<file path="config.mk">
export PLATFORM = sky130hd
export DESIGN_NAME = risc_controller
export DESIGN_NICKNAME = d
export VERILOG_FILES = /design/src/rtl/risc_pkg.sv /design/src/rtl/risc_ctrl_decode.sv /design/src/rtl/risc_controller.sv
export SDC_FILE = /design/constraint.sdc
export NUM_CORES = 1
export LEC_CHECK = 0
export CAP_MARGIN = 20
export CORE_UTILIZATION = 42
export CTS_CLUSTER_SIZE = 10
export DETAILED_ROUTE_END_ITERATION = 8
export PLACE_DENSITY = 0.88
export SLEW_MARGIN = 20
export SYNTH_ARGS = -nofsm -noshare
export SYNTH_HDL_FRONTEND = slang
export SYNTH_SLANG_ARGS = --single-unit
</file>
<file path="constraint.sdc">
create_clock -name aclk -period 1.4 [get_ports aclk]
set_input_delay 0.28 -clock aclk [delete_from_list [all_inputs] [get_ports aclk]]
set_output_delay 0.28 -clock aclk [all_outputs]
set_load 0.05 [all_outputs]
</file>
<file path="src/rtl/risc_pkg.sv">
// Shared definitions for the RISC datapath: opcode constants, controller state
// encoding and the bundle of control strobes produced by the decode.
package risc_pkg;

  typedef enum logic [2:0] {
    HLT = 3'b000,
    SKZ = 3'b001,
    ADD = 3'b010,
    AND = 3'b011,
    XOR = 3'b100,
    LDA = 3'b101,
    STO = 3'b110,
    JMP = 3'b111
  } opcode_e;

  // Numbered states double as the externally visible phase; HALTED sits outside 0..7.
  typedef enum logic [3:0] {
    INST_ADDR  = 4'd0,
    INST_FETCH = 4'd1,
    INST_LOAD  = 4'd2,
    IDLE       = 4'd3,
    OP_ADDR    = 4'd4,
    OP_FETCH   = 4'd5,
    ALU_OP     = 4'd6,
    STORE      = 4'd7,
    HALTED     = 4'd8
  } state_e;

  typedef struct packed {
    logic sel;
    logic rd;
    logic wr;
    logic ld_ir;
    logic ld_ac;
    logic inc_pc;
    logic ld_pc;
    logic data_e;
    logic halt;
  } ctrl_t;

  // Opcodes that read an operand from memory and write the accumulator.
  function automatic logic is_aluop(opcode_e op);
    return (op == ADD) || (op == AND) || (op == XOR) || (op == LDA);
  endfunction

endpackage

</file>
<file path="src/rtl/risc_ctrl_decode.sv">
// Combinational decode of controller state and opcode into datapath strobes
// and the externally visible phase number.
module risc_ctrl_decode
  import risc_pkg::*;
(
  input  state_e      state,
  input  opcode_e     opcd,
  input  logic        zr,
  output ctrl_t       ctrl,
  output logic [2:0]  phase
);

  logic alu;

  assign alu = is_aluop(opcd);

  always_comb begin
    // NOTE: every strobe gets a default before the case so no path can infer a latch.
    ctrl = '0;
    case (state)
      INST_ADDR:  ctrl.sel = 1'b1;
      INST_FETCH: begin
        ctrl.sel = 1'b1;
        ctrl.rd  = 1'b1;
      end
      INST_LOAD, IDLE: begin
        ctrl.sel   = 1'b1;
        ctrl.rd    = 1'b1;
        ctrl.ld_ir = 1'b1;
      end
      OP_ADDR: begin
        ctrl.inc_pc = 1'b1;
        ctrl.halt   = (opcd == HLT);
      end
      OP_FETCH:   ctrl.rd = alu;
      ALU_OP: begin
        ctrl.rd     = alu;
        ctrl.inc_pc = (opcd == SKZ) && zr;
        ctrl.ld_pc  = (opcd == JMP);
        ctrl.data_e = (opcd == STO);
      end
      STORE: begin
        ctrl.rd     = alu;
        ctrl.ld_ac  = alu;
        ctrl.ld_pc  = (opcd == JMP);
        ctrl.data_e = (opcd == STO);
        ctrl.wr     = (opcd == STO);
      end
      HALTED:     ctrl.halt = 1'b1;
      default:    ctrl = '0;
    endcase
  end

  assign phase = (state == HALTED) ? 3'd4 : state[2:0];

endmodule

</file>
<file path="src/rtl/risc_controller.sv">
// Eight-phase instruction sequencer for the RISC core: state register,
// retired-instruction counter and the control decode.
module risc_controller
  import risc_pkg::*;
(
  input  logic        aclk,
  input  logic        rst_n,
  input  logic [2:0]  opcd,
  input  logic        zr,
  input  logic        mem_rdy,
  input  logic        go,
  output logic        sel,
  output logic        rd,
  output logic        wr,
  output logic        ld_ir,
  output logic        ld_ac,
  output logic        inc_pc,
  output logic        ld_pc,
  output logic        data_e,
  output logic        halt,
  output logic [2:0]  phase,
  output logic [7:0]  instr_cnt
);

  state_e  state_q, state_d;
  opcode_e op;
  ctrl_t   ctrl;

  assign op = opcode_e'(opcd);

  always_ff @(posedge aclk or negedge rst_n) begin
    if (!rst_n) begin
      state_q   <= INST_ADDR;
      instr_cnt <= 8'd0;
    end else begin
      // NOTE: non-blocking assignments keep every register sampling pre-edge values.
      state_q <= state_d;
      // STORE always retires into INST_ADDR, so this counts completed instructions.
      if (state_q == STORE) instr_cnt <= instr_cnt + 8'd1;
    end
  end

  always_comb begin
    state_d = state_q;
    case (state_q)
      INST_ADDR:  state_d = INST_FETCH;
      INST_FETCH: if (mem_rdy) state_d = INST_LOAD;
      INST_LOAD:  state_d = IDLE;
      IDLE:       state_d = OP_ADDR;
      OP_ADDR:    state_d = (op == HLT) ? HALTED : OP_FETCH;
      OP_FETCH:   if (!is_aluop(op) || mem_rdy) state_d = ALU_OP;
      ALU_OP:     state_d = STORE;
      STORE:      state_d = INST_ADDR;
      HALTED:     if (go) state_d = INST_ADDR;
      default:    state_d = INST_ADDR;
    endcase
  end

  risc_ctrl_decode u_decode (
    .state (state_q),
    .opcd  (op),
    .zr    (zr),
    .ctrl  (ctrl),
    .phase (phase)
  );

  assign sel    = ctrl.sel;
  assign rd     = ctrl.rd;
  assign wr     = ctrl.wr;
  assign ld_ir  = ctrl.ld_ir;
  assign ld_ac  = ctrl.ld_ac;
  assign inc_pc = ctrl.inc_pc;
  assign ld_pc  = ctrl.ld_pc;
  assign data_e = ctrl.data_e;
  assign halt   = ctrl.halt;

endmodule

</file>
==> results.cfg, run 1 <==
[logic_synthesis]
synthTopCellsByCount = dfrtp_1 (12), nand2_1 (11), nor2_1 (7)
syn_area_per_cell_um2 = 9.441
synth_area_leaders = dfrtp_1 (41%), xnor2_1 (7.2%), nand2_1 (5.7%), nor3_1 (4.1%), nor2_1 (3.6%)
syn-num-nets = 86
synth_top_area_share_pct = 41.31
synth_cells = 77
yosysSeqAreaShare_pct = 41.31
synth_edf_count = 0
ys_ff_latch = 12
yosys_most_used_dff = dfrtp_1
synth_area_um2 = 726.9
synthArstFlopShare_pct = 100.0
yosys.cell_types.count = 28
synth_warnings = 0
yosys.area.top_type = dfrtp_1
synth_most_common_cell = dfrtp_1

[floorplan]
die_h_um = 43.61
initial_utilization_pct = 46.63
io_pins = 28
dieWidth_um = 43.61
fp-row-count = 14

[run_status]
stop_error = [ERROR DPL-0038] Utilization greater than 100%, impossible to legalize
haltStage = 5_1_grt
status = did not finish

[cts]
cts.path.max_buffers = 2
cts.sinks = 12
cts_inserted_buffers = 3
htree_levels = 1
cts_root_buf = clkbuf_4
ctsHoldBuffers = 0

[place]
portBuffers = 27
place_congestion = 0.8826
dpl.cell_count = 131
place_area_um2 = 1370
dp_hpwl_um = 1996

[global_route]
grt_max_degree = 13

[timing]
worst-ep-kind = primary output
postGrtWorstEndpoint = inc_pc
-- metrics by stage --
| step | worst slack, ns | TNS, ns | hold slack, ns |
|---|---|---|---|
| 3_3_place_gp | -0.4184 | -2.967 | 0.5149 |
| 2_1_floorplan | -0.2173 | -1.023 | -0.01559 |
| 3_5_place_dp | -0.5540 | -3.773 | 0.5218 |
| 4_1_cts | -0.3816 | -2.266 | 0.3138 |
-- kinds of logic after synthesis --
kind of cell | Yosys count | share of synthesized area, %
buffers and inverters | 10 | 8.087
adder cells (fa/ha/maj) | 1 | 1.721
AND/OR/NAND/NOR | 35 | 27.54
flip-flops | 12 | 41.31
AO/OA/AOI/OAI | 10 | 10.50
XOR/XNOR | 9 | 10.84
-- what timing repair did --
item                                    4_1_cts
setup buffers                                 7
endpoints found under the setup margin       11
pin swaps                                     9
gates resized for setup                      20
==> run 2, diff against run 1 <==
--- a/config.mk
+++ b/config.mk
@@ -6,10 +6,10 @@
 export NUM_CORES = 1
 export LEC_CHECK = 0
 export CAP_MARGIN = 20
-export CORE_UTILIZATION = 42
-export CTS_CLUSTER_SIZE = 10
+export CORE_AREA = 2 2 63 65
 export DETAILED_ROUTE_END_ITERATION = 8
-export PLACE_DENSITY = 0.88
+export DIE_AREA = 0 0 65 67
+export PLACE_DENSITY_LB_ADDON = 0.15
 export SLEW_MARGIN = 20
 export SYNTH_ARGS = -nofsm -noshare
 export SYNTH_HDL_FRONTEND = slang
==> run 2 against run 1 <==
The flow now finishes, with violations (negative setup slack). Synthesized cell count unchanged. Synthesized area unchanged.
==> results.cfg, run 2 <==
[cts]
cts_inserted_buffers = 3
htree_levels = 1
cts_tree = yes
cts_root_buf = clkbuf_8
clk_pin_slew_ns = 0.06
cts.sinks = 12
clock_latency_ns = 0.24
cts.path.max_buffers = 2

[final_layout]
reg_top3 = instr_cnt (8), state_q (4)
layout-drive-gt1-share_pct = 69.01
synthToLayoutAreaGrowth_pct = 156.8
layout_commonest_cell = buf_12
finalInstanceArea_um2 = 1867
top_register = instr_cnt
largest_reg_flops = 8
antennaDiodeCount = 0
mostFrequentLayoutCells = buf_12 (21), buf_4 (19), buf_6 (18)
nets = 152

[power]
ir_drop_v = 0.001539
p_sw_w = 0.001776
combPwrFrac_pct = 75.3
pwr-share-clk_pct = 9.1
leakage_nw = 0.8383
powerDensity_nw_per_um2 = 2247
sw_frac_of_total_pct = 42.34
power_frac_seq_pct = 15.6
intPower_w = 0.002419

[logic_synthesis]
synth_cells = 77
synth_area_leaders = dfrtp_1 (41%), xnor2_1 (7.2%), nand2_1 (5.7%), nor3_1 (4.1%), nor2_1 (3.6%)
yosysSeqAreaShare_pct = 41.31
synth_simple_gate_area_share_pct = 27.54
yosys.area.top_type = dfrtp_1
synth-xor-area-share_pct = 10.84
synth_top_family_by_area = simple AND/OR/NAND/NOR gates
yosys.cell_types.count = 28
synth_most_common_cell = dfrtp_1
yosys_most_used_dff = dfrtp_1
synth_edf_count = 0
synthArstFlopShare_pct = 100.0
muxShareOfSynthArea_pct = 0
synth_warnings = 0
synth_top_area_share_pct = 41.31
synthTopCellsByCount = dfrtp_1 (12), nand2_1 (11), nor2_1 (7)
syn-num-nets = 86
syn_area_per_cell_um2 = 9.441
synth_compound_area_share_pct = 10.50
synthAdderAreaFrac_pct = 1.721
ys_ff_latch = 12
synth_area_um2 = 726.9

[setup_path]
worstPathArrival_ns = 1.45
critical_path.startpoint = state_q[1]
critPathMaxFanout = 4
rr_startpoint = state_q[3]
slowest_stage = dfrtp_2
ff2ff_path_depth = 5
critical_path_class = register to output pin
critPathMaxStageDelay_ns = 0.45
rr_endpoint = state_q[0]
worstSetupEndpointType = output pin
required_ns = 1.12
ff2ff_setup_slack_ns = -0.05
endpoint = inc_pc
path_cells = buf_4 -> a2111oi_4 -> clkbuf_16
start_kind = register

[worst_hold_path]
hold_class = input pin to async pin

[job]
maxCapViolations = 0

[floorplan]
fp-row-count = 22
core_um2 = 3606
io_pins = 28
die_area_um2 = 4355
initial_utilization_pct = 20.16
dieWidth_um = 65
die_h_um = 67

[drt]
drt-pass1-iter-count = 4
drtAntennaViolNets = 0
vias = 806
drc = 0
vias_per_cell = 4.242
drt-total-wl_um = 2579
drt_iter0_drc = 11
avgRoutedWirePerCell_um = 13.57

[run_status]
violations = negative setup slack
status = finished with violations

[timing]
setup_tns_ns = -2.739
finalCritPeriodShare_pct = 123.3
setup_viol = 13
worstMarginPinSlew_ns = 0.3591
fin_crit_ns = 1.727
hold_viol_final = 0
finalMaxSlewViolations = 0
max_freq_ghz = 0.5792
fin_ws_ns = -0.3265
slew_headroom_pct = 76.00
clock_skew_ns = 0.0006722
rsz0062_at_grt = true

[place]
place_area_um2 = 1450
place_congestion = 0.7545
portBuffers = 27
dp_hpwl_um = 1696
post-place-ws_ns = -0.4457

[global_route]
grt.overflow.total = 0
grt_pass1_vias = 780
antenna_found_initial = 0
grt_max_degree = 13
grt_pass1_wl_um = 3629
grtUsageTotal_pct = 11.11
run 2: logic make-up after synthesis:
group,Yosys count
buf+inv,10
flops,12
compound gates,10
xor+xnor,9
simple gates,35
fa+ha+maj,1
run 2: worst min path at each step:
| stage | slack, ns | end | cells after the start |
|---|---|---|---|
| after global routing | 0.36 | instr_cnt[6] | 2 |
| after detailed placement | 0.52 | instr_cnt[7] | 1 |
| after floorplan | -0.02 | instr_cnt[0] | 0 |
| after global placement | 0.52 | instr_cnt[7] | 1 |
| after CTS | 0.35 | instr_cnt[5] | 2 |
| final | 0.34 | instr_cnt[5] | 2 |
run 2: cell type report:
cell class,instances,area (um^2)
fill,330,1739
timing repair buffer,67,883.3
multi-input combinational,55,538.0
sequential,12,309.0
tap,48,60.06
clock buffer,4,55.05
inverter,4,21.27
run 2: worst max-delay path, delay by kind of cell, from the launching register on:
family                 cells  cell delay, ns
flip-flops                 1            0.45
buffers and inverters      2            0.39
AO/OA/AOI/OAI              1            0.37
run 2: what timing repair did:
| action | in CTS | in global routing |
|---|---|---|
| setup endpoints to repair | 15 | 18 |
| cloned | 0 | 1 |
| resized for setup | 15 | 36 |
| hold buffers | 0 | 0 |
| pin swaps | 10 | 21 |
| buffers inserted | 3 | 19 |
run 2: power groups by stage:
stage	Clock (W)	Combinational (W)	Sequential, W
final	0.000384	0.00316	0.000654
after global routing	0.000405	0.00331	0.000668
after CTS	0.000394	0.00252	0.000650
after detailed placement	0	0.00240	0.000659
after global placement	0	0.00239	0.000654
after floorplan	0	0.00109	0.000764
run 2: layer usage:
layer	vias up	global-route usage, %	share of wire [%]
met5	-	0	0
met1	384	12.22	38
met4	0	6.383	1.0
met2	25	19.72	56
li1	395	-	-
met3	2	2.365	4.4
run 2: per-stage QoR:
step	util, %	power (W)	hold slack, ns	cells
floorplan	-	0.001852	-0.01559	77
global placement	40.22	0.003043	0.5158	165
detailed placement	40.22	0.003060	0.5215	165
CTS	43.44	0.003561	0.3497	172
global route	51.77	0.004387	0.3635	190
finish	51.77	0.004195	0.3426	190
No activity file was read; power rests on OpenSTA's default activity.
==> run 3, diff against run 2 <==
--- a/config.mk
+++ b/config.mk
@@ -5,11 +5,11 @@
 export SDC_FILE = /design/constraint.sdc
 export NUM_CORES = 1
 export LEC_CHECK = 0
+export ABC_CLOCK_PERIOD_IN_PS = 1400
 export CAP_MARGIN = 20
 export CORE_AREA = 2 2 63 65
 export DETAILED_ROUTE_END_ITERATION = 8
 export DIE_AREA = 0 0 65 67
-export PLACE_DENSITY_LB_ADDON = 0.15
 export SLEW_MARGIN = 20
 export SYNTH_ARGS = -nofsm -noshare
 export SYNTH_HDL_FRONTEND = slang
==> run 3 against run 2 <==
The run still ends with negative setup slack left. Worst setup slack improved by 0.050 ns. Non-clock buffer count fell by 17. Combinational power fell by 21%. Sequential share of layout area rose by 2.5 points. Power fell by 17%. Register-to-register slack got worse by 0.09 ns. Maximum frequency rose by 3.0%. Flip-flop and latch count did not move. Largest power group unchanged.
==> results.cfg, run 3 (synthesized netlist as in run 2, its figures left out) <==
[global_route]
antenna_found_initial = 0
grt_max_degree = 9
grt.overflow.total = 0
grt_pass1_wl_um = 3581
grtUsageTotal_pct = 10.81
grt_pass1_vias = 774

[timing]
rsz0062_at_grt = true
setup_tns_ns = -2.359
timing.hold.ws_ns = 0.2830
fin_crit_ns = 1.676
max_freq_ghz = 0.5965
fin_ws_ns = -0.2764
hold_viol_final = 0
clock_skew_ns = 0.0002643
setup_viol = 15
finalCritPeriodShare_pct = 119.7
worstMarginPinSlew_ns = 0.3356
slew_headroom_pct = 77.56
finalMaxSlewViolations = 0

[cts]
cts.path.max_buffers = 2
cts.sinks = 12
clock_latency_ns = 0.23
cts_inserted_buffers = 3
htree_levels = 1
cts_tree = yes
clk_pin_slew_ns = 0.05
cts_root_buf = clkbuf_8

[floorplan]
initial_utilization_pct = 20.16
die_h_um = 67
dieWidth_um = 65
die_area_um2 = 4355
core_um2 = 3606
io_pins = 28
fp-row-count = 22

[final_layout]
layout-drive-gt1-share_pct = 59.20
finalNonFillerCells = 173
top_register = instr_cnt
synthToLayoutAreaGrowth_pct = 121.2
reg_top3 = instr_cnt (8), state_q (4)
largest_reg_flops = 8
mostFrequentLayoutCells = buf_12 (19), buf_4 (18), nand2_1 (11)
layout_commonest_cell = buf_12
nets = 135
antennaDiodeCount = 0

[drt]
drt-pass1-iter-count = 4
drc = 0
vias = 752
drtAntennaViolNets = 0
drt-total-wl_um = 2163
drt_iter0_drc = 43
vias_per_cell = 4.347
avgRoutedWirePerCell_um = 12.50

[run_status]
status = finished with violations
violations = negative setup slack

[setup_path]
ff2ff_path_depth = 7
path_cells = buf_6 -> a2111oi_4 -> clkbuf_16
cp.depth = 3
critPathMaxStageDelay_ns = 0.43
cp_top_family = flip-flops
worst-path-buf-inv = 2
critical_path_class = register to output pin
required_ns = 1.12
worstPathArrival_ns = 1.40
rr_startpoint = state_q[3]
worstSetupEndpointType = output pin
slowest_stage = dfrtp_2
ff2ff_setup_slack_ns = -0.14
rr_endpoint = instr_cnt[6]
start_kind = register
critPathMaxFanout = 4

[power]
p_sw_w = 0.001570
sw_frac_of_total_pct = 45.34
leakage_nw = 0.7314
powerDensity_nw_per_um2 = 2154
power_w = 0.003463
ir_drop_v = 0.001408
combPwrFrac_pct = 72.5
pwr-share-clk_pct = 9.3
power_frac_seq_pct = 18.2
intPower_w = 0.001893

[worst_hold_path]
hold_class = input pin to async pin

[place]
portBuffers = 27
dp_hpwl_um = 1654
place_congestion = 0.7779
dpl.cell_count = 163

[job]
maxCapViolations = 0
-- run 3: worst max path at each step --
stage             end        from  slack [ns]
6_report       inc_pc  state_q[1]       -0.28
5_1_grt            wr  state_q[3]       -0.32
4_1_cts            wr  state_q[3]       -0.39
3_5_place_dp   inc_pc     opcd[2]       -0.45
3_3_place_gp   inc_pc     opcd[2]       -0.46
2_1_floorplan  data_e  state_q[2]       -0.22
-- run 3: what timing repair did --
action | in CTS | in global routing
resized for setup | 18 | 13
buffers inserted | 3 | 3
hold buffers | 0 | 0
endpoints found under the setup margin | 11 | 19
pin swaps | 10 | 9
-- run 3: worst reg2reg max path, cell delays in order, from the launching register on --
cell	delay (ns)
dfrtp_1	0.42
buf_4	0.15
buf_6	0.11
nand4b_4	0.17
buf_4	0.15
buf_6	0.13
nor3_4	0.18
xor2_1	0.16
-- run 3: final cells by class --
| cell class | count | area [um^2] |
|---|---|---|
| Timing Repair Buffer | 50 | 665.6 |
| Inverter | 4 | 15.01 |
| Clock buffer | 4 | 45.04 |
| Tap cell | 48 | 60.06 |
| Fill cell | 338 | 1998 |
| Sequential cell | 12 | 306.5 |
| Multi-Input combinational cell | 55 | 515.5 |
-- run 3: power by group through the flow --
stage	Combinational (W)	Clock, W	Sequential [W]
after detailed placement	0.00228	0	0.000631
after global placement	0.00225	0	0.000619
after floorplan	0.00109	0	0.000764
after CTS	0.00239	0.000328	0.000635
final	0.00251	0.000321	0.000629
after global routing	0.00264	0.000354	0.000645
-- run 3: through the flow --
stage                     cell area, um^2  setup slack (ns)  util, %
after floorplan                     805.8           -0.2173        -
final                                1608           -0.2764    44.59
after global routing                 1608           -0.3246    44.59
after detailed placement             1410           -0.4488    39.10
after global placement               1410           -0.4573    39.10
after CTS                            1534           -0.3865    42.54
-- run 3: per-layer routing --
metal | global-route usage (%) | part of all wire [%] | wire [um] | up-vias
li1 | - | - | - | 365
met1 | 11.67 | 37 | 798 | 353
met2 | 19.46 | 54 | 1160 | 30
met3 | 4.054 | 8.1 | 175 | 4
met4 | 3.457 | 1.3 | 29 | 0
met5 | 0 | 0 | 0 | -
==> run 4, diff against run 3 <==
--- a/config.mk
+++ b/config.mk
@@ -6,7 +6,7 @@
 export NUM_CORES = 1
 export LEC_CHECK = 0
 export ABC_CLOCK_PERIOD_IN_PS = 1400
-export CAP_MARGIN = 20
+export CAP_MARGIN = 40
 export CORE_AREA = 2 2 63 65
 export DETAILED_ROUTE_END_ITERATION = 8
 export DIE_AREA = 0 0 65 67
==> constraint.sdc (replaced) <==
create_clock -name aclk -period 1.4 [get_ports aclk]
set_input_delay 0.42 -clock aclk [delete_from_list [all_inputs] [get_ports aclk]]
set_output_delay 0.42 -clock aclk [all_outputs]
set_load 0.05 [all_outputs]
==> run 4 against run 3 <==
The flow still finishes with violations (negative setup slack). Die area unchanged. Maximum frequency down 8.6%. Power up 13%. Sequential power up 5.9%. Clock power up 17%. Clock-buffer cell count unchanged. Worst setup slack worse by 0.16 ns. Worst hold slack better by 0.20 ns. Sequential share of layout area down 0.98 points. Core utilization up 2.8 points. Flip-flop and latch count unchanged. Global-route usage down 0.55 points.
==> results.cfg, run 4 (synthesized netlist as in run 2, its figures left out) <==
[drt]
drt-total-wl_um = 2238
avgRoutedWirePerCell_um = 12.64
drt_iter0_drc = 19
drc = 0
drtAntennaViolNets = 0
vias = 777
vias_per_cell = 4.390
drt-pass1-iter-count = 4

[setup_path]
slowest_stage = dfrtp_2
worstPathArrival_ns = 1.41
required_ns = 0.98
path_cells = buf_6 -> a2111oi_4 -> clkbuf_16
critPathMaxStageDelay_ns = 0.46
critical_path_class = register to output pin
worstSetupEndpointType = output pin
start_kind = register
critPathMaxFanout = 6

[cts]
clk_pin_slew_ns = 0.06
cts_root_buf = clkbuf_8
cts.path.max_buffers = 2
htree_levels = 1
cts_tree = yes
cts.sinks = 12
cts_inserted_buffers = 3
clock_latency_ns = 0.24

[floorplan]
dieWidth_um = 65
core_um2 = 3606
die_area_um2 = 4355
fp-row-count = 22
initial_utilization_pct = 20.16
die_h_um = 67
io_pins = 28

[final_layout]
synthToLayoutAreaGrowth_pct = 135.1
mostFrequentLayoutCells = buf_12 (19), buf_6 (15), buf_4 (14)
finalNonFillerCells = 177
antennaDiodeCount = 0
top_register = instr_cnt
multi_input_area_um2 = 546.8
nets = 139
largest_reg_flops = 8
nFillCells = 328
layout_commonest_cell = buf_12
reg_top3 = instr_cnt (8), state_q (4)
seqCellArea_um2 = 309.0
layout-drive-gt1-share_pct = 69.77

[power]
powerDensity_nw_per_um2 = 2294
leakage_nw = 0.7543
ir_drop_v = 0.001827

[timing]
timing.hold.ws_ns = 0.4847
max_freq_ghz = 0.5450
setup_viol = 17
worstMarginPinSlew_ns = 0.3695
fin_crit_ns = 1.835
finalMaxSlewViolations = 0
rsz0062_at_grt = true
hold_viol_final = 0
finalCritPeriodShare_pct = 131.1
fin_ws_ns = -0.4348
clock_skew_ns = 0.004118
slew_headroom_pct = 75.30

[place]
place_congestion = 0.7878
dp_hpwl_um = 1628
portBuffers = 27
dpl.cell_count = 163

[worst_hold_path]
hold_class = input pin to async pin

[global_route]
grtUsageTotal_pct = 10.26
grt_max_degree = 13
grt.overflow.total = 0
antenna_found_initial = 0
grt_pass1_wl_um = 3367
grt_pass1_vias = 736

[run_status]
violations = negative setup slack
status = finished with violations

[job]
maxCapViolations = 0
## run 4: changes by cell type in the layout (fill, tap and decap cells not counted), sizes merged
cell,change
dlymetal6s2s,-1
buf,+7
dlygate4sd2,-2
## run 4: final timing paths
kind | startpoint | endpoint | slack, ns | cells past startpoint
min reg2reg | instr_cnt[3] | instr_cnt[3] | 0.53 | 1
min in group aclk | instr_cnt[3] | instr_cnt[3] | 0.53 | 1
max reg2reg | state_q[1] | instr_cnt[4] | -0.10 | 7
max in group asynchronous | rst_n | state_q[3] | 0.74 | 2
max | state_q[0] | inc_pc | -0.43 | 3
min | rst_n | instr_cnt[6] | 0.48 | 2
## run 4: cell type report
cell class / count / area share [%]
flip-flops and latches: 12 / 18.08
inverters: 4 / 0.8785
multi-input cells: 55 / 31.99
clock buffers: 4 / 3.221
well taps: 48 / 3.514
repair buffers: 54 / 42.31
## run 4: repair_timing
action                                 in CTS  in global routing
gates cloned                                0                  0
hold buffers                                0                  0
gates resized for setup                    23                 32
setup endpoints to repair                  21                 17
endpoints found under the hold margin       0                  0
buffers inserted                            1                 11
pin swaps                                   6                 17
## run 4: critical path: cells and delay by family (launching register included)
family          cells  cell delay, ns
compound gates      1            0.35
flops               1            0.46
buf+inv             2            0.37
## run 4: metrics by stage
step	setup WS, ns	TNS [ns]	utilization, %	power [W]	cell area, um^2
global route	-0.5074	-5.168	47.40	0.004114	1709
finish	-0.4348	-4.229	47.40	0.003921	1709
floorplan	-0.3572	-2.046	-	0.001915	843.3
detailed placement	-0.7899	-6.577	40.15	0.003018	1448
global placement	-0.7770	-6.029	40.15	0.002972	1448
CTS	-0.4325	-3.728	42.44	0.003495	1530
## run 4: power by group
| part | internal [W] | switching [W] |
|---|---|---|
| Combinational | 0.00150 | 0.00138 |
| Clock | 0.000248 | 0.000127 |
| Sequential | 0.000471 | 0.000195 |
## run 4: layer usage
layer,GRT usage (%),wire (um)
met1,10.50,848
met2,19.33,1204
met3,3.041,119
met4,4.255,65
met5,0,0
